--- src/rtl/imem_loader_if.sv ---
// Byte-stream input and instruction-memory write port of the program loader.
interface imem_loader_if #(
  parameter int unsigned ADDR_W = 12
) ();
  logic [7:0]        in_data;
  logic              in_valid;
  logic              in_ready;
  logic              imem_wr_en;
  logic [ADDR_W-1:0] imem_addr;
  logic [15:0]       imem_wr_data;

  modport master (
    output in_data, in_valid,
    input  in_ready, imem_wr_en, imem_addr, imem_wr_data
  );

  modport slave (
    input  in_data, in_valid,
    output in_ready, imem_wr_en, imem_addr, imem_wr_data
  );
endinterface

--- src/rtl/imem_loader.sv ---
// Program loader: parses SYNC/LEN/words/CHK frames from a byte stream, writes
// 16-bit words to instruction memory and holds the DSP until a good frame lands.
module imem_loader #(
  parameter int unsigned ADDR_W    = 12,
  parameter int unsigned ADDR_STEP = 2,
  parameter int unsigned BASE_ADDR = 0,
  parameter int unsigned MAX_WORDS = 2048,
  parameter logic [7:0]  SYNC      = 8'hA5
) (
  input  logic         clk,
  input  logic         reset,
  imem_loader_if.slave bus,
  input  logic         clear,
  output logic         dsp_hold,
  output logic         done,
  output logic         error
);

  localparam int unsigned LEN_W = 12;

  typedef enum logic [2:0] {
    S_IDLE, S_LEN_HI, S_LEN_LO, S_DATA_HI, S_DATA_LO, S_CHECK, S_ERROR
  } state_e;

  state_e            state_q, state_d;
  logic [7:0]        csum_q, csum_d;
  logic [LEN_W-1:0]  len_q, len_d;
  logic [LEN_W-1:0]  idx_q, idx_d;
  logic [7:0]        hi_q, hi_d;
  logic              in_ready_q, in_ready_d;
  logic              wr_en_q, wr_en_d;
  logic [ADDR_W-1:0] addr_q, addr_d;
  logic [15:0]       wr_data_q, wr_data_d;
  logic              hold_q, hold_d;
  logic              done_q, done_d;
  logic              error_q, error_d;

  logic              accept;
  logic [7:0]        sum;
  logic [LEN_W-1:0]  len_full;

  assign accept   = bus.in_valid && in_ready_q;
  assign sum      = csum_q + bus.in_data;
  assign len_full = {len_q[LEN_W-1:8], bus.in_data};

  always_comb begin
    state_d   = state_q;
    csum_d    = csum_q;
    len_d     = len_q;
    idx_d     = idx_q;
    hi_d      = hi_q;
    wr_en_d   = 1'b0;
    addr_d    = addr_q;
    wr_data_d = wr_data_q;
    hold_d    = hold_q;
    done_d    = done_q;
    error_d   = error_q;

    if (clear) done_d = 1'b0;

    case (state_q)
      S_IDLE: begin
        if (accept && bus.in_data == SYNC) begin
          state_d = S_LEN_HI;
          csum_d  = 8'h00;
          idx_d   = '0;
          hold_d  = 1'b1;
          done_d  = 1'b0;
        end
      end
      S_LEN_HI: begin
        if (accept) begin
          csum_d  = sum;
          len_d   = {bus.in_data[3:0], 8'h00};
          state_d = S_LEN_LO;
        end
      end
      S_LEN_LO: begin
        if (accept) begin
          csum_d = sum;
          len_d  = len_full;
          if (32'(len_full) > MAX_WORDS) begin
            state_d = S_ERROR;
            error_d = 1'b1;
          end else if (len_full == '0) begin
            state_d = S_CHECK;
          end else begin
            state_d = S_DATA_HI;
          end
        end
      end
      S_DATA_HI: begin
        if (accept) begin
          csum_d  = sum;
          hi_d    = bus.in_data;
          state_d = S_DATA_LO;
        end
      end
      S_DATA_LO: begin
        if (accept) begin
          csum_d    = sum;
          wr_en_d   = 1'b1;
          wr_data_d = {hi_q, bus.in_data};
          addr_d    = ADDR_W'(BASE_ADDR + 32'(idx_q) * ADDR_STEP);
          idx_d     = idx_q + LEN_W'(1);
          state_d   = (idx_q + LEN_W'(1) == len_q) ? S_CHECK : S_DATA_HI;
        end
      end
      S_CHECK: begin
        if (accept) begin
          csum_d = sum;
          if (sum == 8'h00) begin
            state_d = S_IDLE;
            done_d  = 1'b1;
            hold_d  = 1'b0;
          end else begin
            state_d = S_ERROR;
            error_d = 1'b1;
          end
        end
      end
      S_ERROR: begin
        // clear takes priority; no byte is accepted here since in_ready is low
        if (clear) begin
          state_d = S_IDLE;
          error_d = 1'b0;
        end
      end
      default: state_d = S_IDLE;
    endcase

    in_ready_d = (state_d != S_ERROR);
  end

  always_ff @(posedge clk or posedge reset) begin
    if (reset) begin
      state_q    <= S_IDLE;
      csum_q     <= 8'h00;
      len_q      <= '0;
      idx_q      <= '0;
      hi_q       <= 8'h00;
      in_ready_q <= 1'b1;
      wr_en_q    <= 1'b0;
      addr_q     <= ADDR_W'(BASE_ADDR);
      wr_data_q  <= 16'h0000;
      hold_q     <= 1'b1;
      done_q     <= 1'b0;
      error_q    <= 1'b0;
    end else begin
      state_q    <= state_d;
      csum_q     <= csum_d;
      len_q      <= len_d;
      idx_q      <= idx_d;
      hi_q       <= hi_d;
      in_ready_q <= in_ready_d;
      wr_en_q    <= wr_en_d;
      addr_q     <= addr_d;
      wr_data_q  <= wr_data_d;
      hold_q     <= hold_d;
      done_q     <= done_d;
      error_q    <= error_d;
    end
  end

  assign bus.in_ready     = in_ready_q;
  assign bus.imem_wr_en   = wr_en_q;
  assign bus.imem_addr    = addr_q;
  assign bus.imem_wr_data = wr_data_q;
  assign dsp_hold         = hold_q;
  assign done             = done_q;
  assign error            = error_q;

endmodule

--- src/flat_wrapper.sv ---
// flat-port wrapper written by rule: the top's interface ports become plain ports
module imem_loader_flat 
#(
  parameter int unsigned ADDR_W    = 12,
  parameter int unsigned ADDR_STEP = 2,
  parameter int unsigned BASE_ADDR = 0,
  parameter int unsigned MAX_WORDS = 2048,
  parameter logic [7:0]  SYNC      = 8'hA5
)
  (clk, reset, clear, dsp_hold, done, error, bus_in_data, bus_in_valid, bus_in_ready, bus_imem_wr_en, bus_imem_addr, bus_imem_wr_data);
  imem_loader_if #(.ADDR_W(ADDR_W)) bus_i ();
  input  logic clk;
  input  logic reset;
  input  logic clear;
  output logic dsp_hold;
  output logic done;
  output logic error;
  input wire logic [$bits(bus_i.in_data)-1:0] bus_in_data;
  input wire logic [$bits(bus_i.in_valid)-1:0] bus_in_valid;
  output wire logic [$bits(bus_i.in_ready)-1:0] bus_in_ready;
  output wire logic [$bits(bus_i.imem_wr_en)-1:0] bus_imem_wr_en;
  output wire logic [$bits(bus_i.imem_addr)-1:0] bus_imem_addr;
  output wire logic [$bits(bus_i.imem_wr_data)-1:0] bus_imem_wr_data;
  assign bus_i.in_data = bus_in_data;
  assign bus_i.in_valid = bus_in_valid;
  assign bus_in_ready = bus_i.in_ready;
  assign bus_imem_wr_en = bus_i.imem_wr_en;
  assign bus_imem_addr = bus_i.imem_addr;
  assign bus_imem_wr_data = bus_i.imem_wr_data;
  imem_loader #(.ADDR_W(ADDR_W), .ADDR_STEP(ADDR_STEP), .BASE_ADDR(BASE_ADDR), .MAX_WORDS(MAX_WORDS), .SYNC(SYNC)) u_core (.clk(clk), .reset(reset), .bus(bus_i), .clear(clear), .dsp_hold(dsp_hold), .done(done), .error(error));
endmodule
--- config.mk ---
export PLATFORM = sky130hd
export DESIGN_NAME = imem_loader_flat
export DESIGN_NICKNAME = d
export VERILOG_FILES = /design/src/rtl/imem_loader_if.sv /design/src/rtl/imem_loader.sv /design/src/flat_wrapper.sv
export SDC_FILE = /design/constraint.sdc
export NUM_CORES = 1
export LEC_CHECK = 0
export ABC_CLOCK_PERIOD_IN_PS = 2240
export BUFFER_PORTS_ARGS = -buffer_cell sky130_fd_sc_hd__buf_2
export CORE_MARGIN = 2
export CORE_UTILIZATION = 53
export DETAILED_ROUTE_END_ITERATION = 16
export GPL_TIMING_DRIVEN = 0
export PLACE_DENSITY = 0.76
export RECOVER_POWER = 25
export SLEW_MARGIN = 20
export SYNTH_ARGS = -nofsm -noshare
export SYNTH_HDL_FRONTEND = slang
export SYNTH_SLANG_ARGS = --single-unit
export TNS_END_PERCENT = 50
--- constraint.sdc ---
create_clock -name clk -period 2.24 [get_ports clk]
set_input_delay 0 -clock clk [delete_from_list [all_inputs] [get_ports clk]]
set_output_delay 0 -clock clk [all_outputs]
set_load 0.05 [all_outputs]
# After elaboration in Yosys (flattened, before gate mapping)
# Index checks and enable logic that the tools add are counted.
# word_totals
out_inout_bits,33
ff_bits,75
wordCells,93
inputBits,12
# op_classes
n_eq_ne,19
n_mux,38
add_sub_neg,2
n_reduce_logical,19
bitwise_logic,1
order_cmp,1
# ops
cell,n
$pmux W12 S2,2
$mux W12,3
$mux W3,11
$mux W8,3
$pmux W3 S7,1
$ne A2 B1 Y1 const B,8
$pmux W8 S2,1
$mux W1,14
$add A12 B1 Y12 const B,1
$eq A12 B12 Y1,1
$gt A12 B12 Y1 const B,1
$logic_not A12 Y1,1
$reduce_and A3 Y1,4
$eq A3 B3 Y1 const B,3
$add A8 B8 Y8,1
$eq A8 B8 Y1 const B,1
$logic_not A8 Y1,1
$reduce_bool A2 Y1,4
$eq A3 B2 Y1 const B,2
$reduce_and A6 Y1,1
$reduce_or A5 Y1,1
$ne A2 B2 Y1 const B,2
$pmux W1 S2,2
$reduce_and A2 Y1,2
other kinds (8),9

# Longest topological paths before layout
# depth
word_depth,6
ltp_mapped,9
ltp_nobuf,9

# Least setup slack after synthesis
# No wires, ideal clock.
# synth_path
path_type,flip-flop to flip-flop
start,register u_core.csum_q[0]
end,register u_core.state_q[2]
stages_incl_launch_ff,10
t_required_ns,2.116
path_slack_ns,-0.135
synth_period_minus_slack_ns,2.375
path_buffers,0
setup_ns,0.124
arrival_ns,2.251
cell_sequence,dfrtp_1 -> ha_1 -> fa_1 -> a211oi_1 -> o21bai_1 -> a21oi_1 -> xnor2_1 -> nand4bb_1 -> a41o_1 -> or2_1
# synth_via
elab_chain_cells,5
# synth_rtl
item,line_no,rtl
start: declaration,imem_loader.sv:26,"logic [7:0] csum_q, csum_d;"
start signal: assignment,imem_loader.sv:151,csum_q <= csum_d;
$add A8 B8 Y8,imem_loader.sv:43,assign sum = csum_q + bus.in_data;
$logic_not A8 Y1,imem_loader.sv:112,if (sum == 8'h00) begin
$mux W3,imem_loader.sv:112,
$mux W3,imem_loader.sv:110,if (accept) begin
$pmux W3 S7,imem_loader.sv:61,case (state_q)
named net u_core.state_d[2],imem_loader.sv:25,"state_e state_q, state_d;"
end signal: assignment,imem_loader.sv:150,state_q <= state_d;
end: declaration,imem_loader.sv:25,
# The timed path passes the listed nets, and every way through them passes these cells.
# A chain may end at the register's enable or synchronous reset.

# Worst setup path in the final report
# Same ends and word-level chain as after synthesis.

==> impl_metrics.py <==
metrics = {
    "outcome": {
        "outcome": "finished with violations",
        "violations": "negative setup slack",
    },
    "synthesis": {
        "yosysSeqAreaShare_pct": 48.77,
        "synth_area_leaders": "dfrtp_1 (47%), nand2_1 (11%), o21ai_0 (4.2%)",
        "synth_largest_area_cell": "dfrtp_1",
        "synth_edf_count": 0,
        "synth_fp_nets": 429,
        "async_reset_ff_share_pct": 100.0,
        "ys_ff_latch": 75,
        "synth_top_area_share_pct": 47.40,
        "ys_warn_count": 0,
        "synth_ff_type": "dfrtp_1",
        "syn-instance-count": 408,
        "avgSynthCellArea_um2": 9.445,
        "syn_area_um2": 3854,
        "ys_types": 57,
    },
    "cts": {
        "cts_buffer_depth": 2,
        "cts_root_buffer": "clkbuf_8",
        "htreeDepth": 3,
        "cts_sinks": 75,
        "cts_buffers": 9,
        "cts_tree": "yes",
        "cts.clk_slew.worst_paths_ns": 0.08,
        "clock_latency_ns": 0.36,
    },
    "drt": {
        "wl_per_cell_um": 16.27,
        "first_pass_iters": 5,
        "drt_wl_total_mm": 9.727,
        "drc": 0,
        "drt_iter0_markers": 213,
        "vias_per_cell": 5.656,
        "antenna_left": 0,
        "vias": 3382,
    },
    "finish": {
        "post-route-cell-area_um2": 4912,
        "area_delta_synth_final_pct": 27.47,
        "seq_area_um2": 1884,
        "diodes": 0,
        "multi_input_area_um2": 2086,
        "layout-drive-gt1-share_pct": 28.66,
        "nNetsFinal": 515,
        "nFillCells": 571,
    },
    "die": {
        "die_h_um": 89.27,
        "rows": 31,
        "core-area_um2": 7137,
        "die_area_um2": 7969,
        "pin_count": 45,
        "die_x_um": 89.27,
        "start_util_pct": 54.00,
    },
    "global_route": {
        "grt_max_degree": 57,
        "grt-ovfl-total": 0,
        "antenna_found_initial": 0,
        "grt_first_pass_wirelength_mm": 15.93,
        "grtUsageTotal_pct": 26.37,
        "grt_pass1_vias": 3281,
    },
    "sta": {
        "skew_ns": 0.009010,
        "setup_viol": 6,
        "relSlewSlack_pct": 46.10,
        "finalSetupTns_ns": -1.034,
        "fin_crit_sh_pct": 108.8,
        "tightest_slew_ns": 0.8041,
        "maxSlewViolCount": 0,
        "setup_ws_ns": -0.1972,
        "rsz0062_at_grt": "yes",
        "max_freq_mhz": 410.3,
        "period_needed_ns": 2.437,
        "hold_violations": 0,
        "hold_slack_ns": 0.03058,
    },
    "setup_path": {
        "crit_chain": "ha_4, fa_2, a211oi_4, nor2_2, xor2_2, nor3_4, nand4bb_4, a41o_1, or2_1",
        "end_kind": "register",
        "critPathTopFamily": "simple AND/OR/NAND/NOR gates",
        "start_kind": "register",
        "path_buf_inv": 0,
        "critical_path.max_stage_delay_ns": 0.41,
        "slowest_stage": "dfrtp_1",
        "crit_required_ns": 2.48,
        "critPathKind": "reg2reg",
        "crit_path_max_fanout": 3,
        "cp.arrival_ns": 2.68,
    },
    "power": {
        "total_power_mw": 6.366,
        "p_per_area_nw_per_um2": 1296,
        "vdd_drop_max_mv": 0.8827,
        "p_leak_nw": 2.293,
    },
    "placed_design": {
        "gp_congestion": 0.9207,
        "dpl-instance-area_um2": 4238,
        "dp_hpwl_mm": 6.172,
        "io_buffers": 42,
    },
    "job": {
        "drv_cap": 0,
    },
    "worst_hold_path": {
        "hp-class": "in2reg",
    },
}
[cells by family after synthesis]
group,after synthesis,synth area share [%]
other,1,0.09731
and+or+nand+nor,171,19.74
AOI/OAI and AO/OA,83,14.55
buffers and inverters,27,3.019
adders and majority gates,9,3.117
xor gates and xnor gates,28,6.721
muxes,14,3.994
DFF,75,48.77
[cell usage after synthesis (all sizes together) (4+ instances only)]
cell    number
nand4        4
xnor2       15
a211oi       5
o21ai       32
nand2      109
nand3        6
dfrtp       73
clkbuf      13
nor4         4
ha           8
inv          7
buf          6
mux2        11
nor2        25
xor2        12
a22o         7
a21oi        9
nor3         8
a22oi        8
[final cells by class]
type / instances / area share (%)
sequential: 75 / 38.36
clock buffer: 11 / 3.082
inverter: 8 / 0.6623
clock inverter: 5 / 0.7387
tap: 99 / 2.522
buffer: 18 / 2.216
timing repair buffer: 76 / 9.959
multi-input combinational: 306 / 42.46
[power by group]
part	switching [mW]	total [mW]	internal [mW]
Clock	0.529	0.993	0.464
Combinational	1.99	3.20	1.21
Sequential	0.349	2.17	1.82
[state kept, by name, summed over array words and instances, names as in the netlist, 3 cells and up]
register / count
u_core.bus.imem_addr: 11
u_core.bus.imem_wr_data: 16
u_core.csum_q: 8
u_core.hi_q: 8
u_core.idx_q: 12
u_core.len_q: 12
u_core.state_q: 3
[cell usage in the layout (no fill, tap or decap), drive strengths merged, types with 5 or more instances in the layout]
cell type	Yosys	layout
nand2	109	109
a22o	7	7
mux2	11	11
a22oi	8	8
a21oi	9	9
xor2	12	12
nor3	8	8
inv	7	7
ha	8	8
nand3	6	6
xnor2	15	15
a211oi	5	5
o21ai	32	32
nor2	25	25
clkbuf	13	25
buf	6	70
dfrtp	73	73
dlygate4sd3	0	10
[metrics by stage]
| step | util [%] | instances | setup slack [ns] |
|---|---|---|---|
| after floorplan | - | 408 | -0.02842 |
| after CTS | 67.41 | 593 | -0.1778 |
| after detailed placement | 59.38 | 550 | -0.5565 |
| after global routing | 68.83 | 598 | -0.2942 |
| final | 68.83 | 598 | -0.1972 |
| after global placement | 58.96 | 549 | -0.5257 |
[per-layer routing]
metal  routed length, um  track usage [%]  vias to the layer above
li1                    -                -                     1587
met1                4077            33.91                     1659
met2                4918            43.43                      110
met3                 497            6.094                       26
met4                 233            10.18                        0
met5                   0                0                        -
[timing repair]
item / in CTS / in global routing
endpoints found under the setup margin: 52 / 24
endpoints found under the hold margin: 82 / 0
pin swaps: 18 / 11
hold buffers: 10 / 0
gates resized for setup: 35 / 13
buffers inserted: 18 / 5
[worst paths after layout]
kind	start	to	slack, ns	depth (start not counted)
worst max-delay path	u_core.csum_q[0]	u_core.state_q[2]	-0.20	9
worst min-delay path	bus_in_data[2]	u_core.hi_q[2]	0.03	2
worst max register to register	u_core.csum_q[0]	u_core.state_q[2]	-0.20	9
worst min register to register	u_core.hi_q[2]	u_core.bus.imem_wr_data[10]	0.47	2
max in group asynchronous	reset	u_core.idx_q[1]	0.71	4
min in group asynchronous	reset	u_core.bus.imem_addr[1]	0.27	3
(Power assumes the default switching activity.)
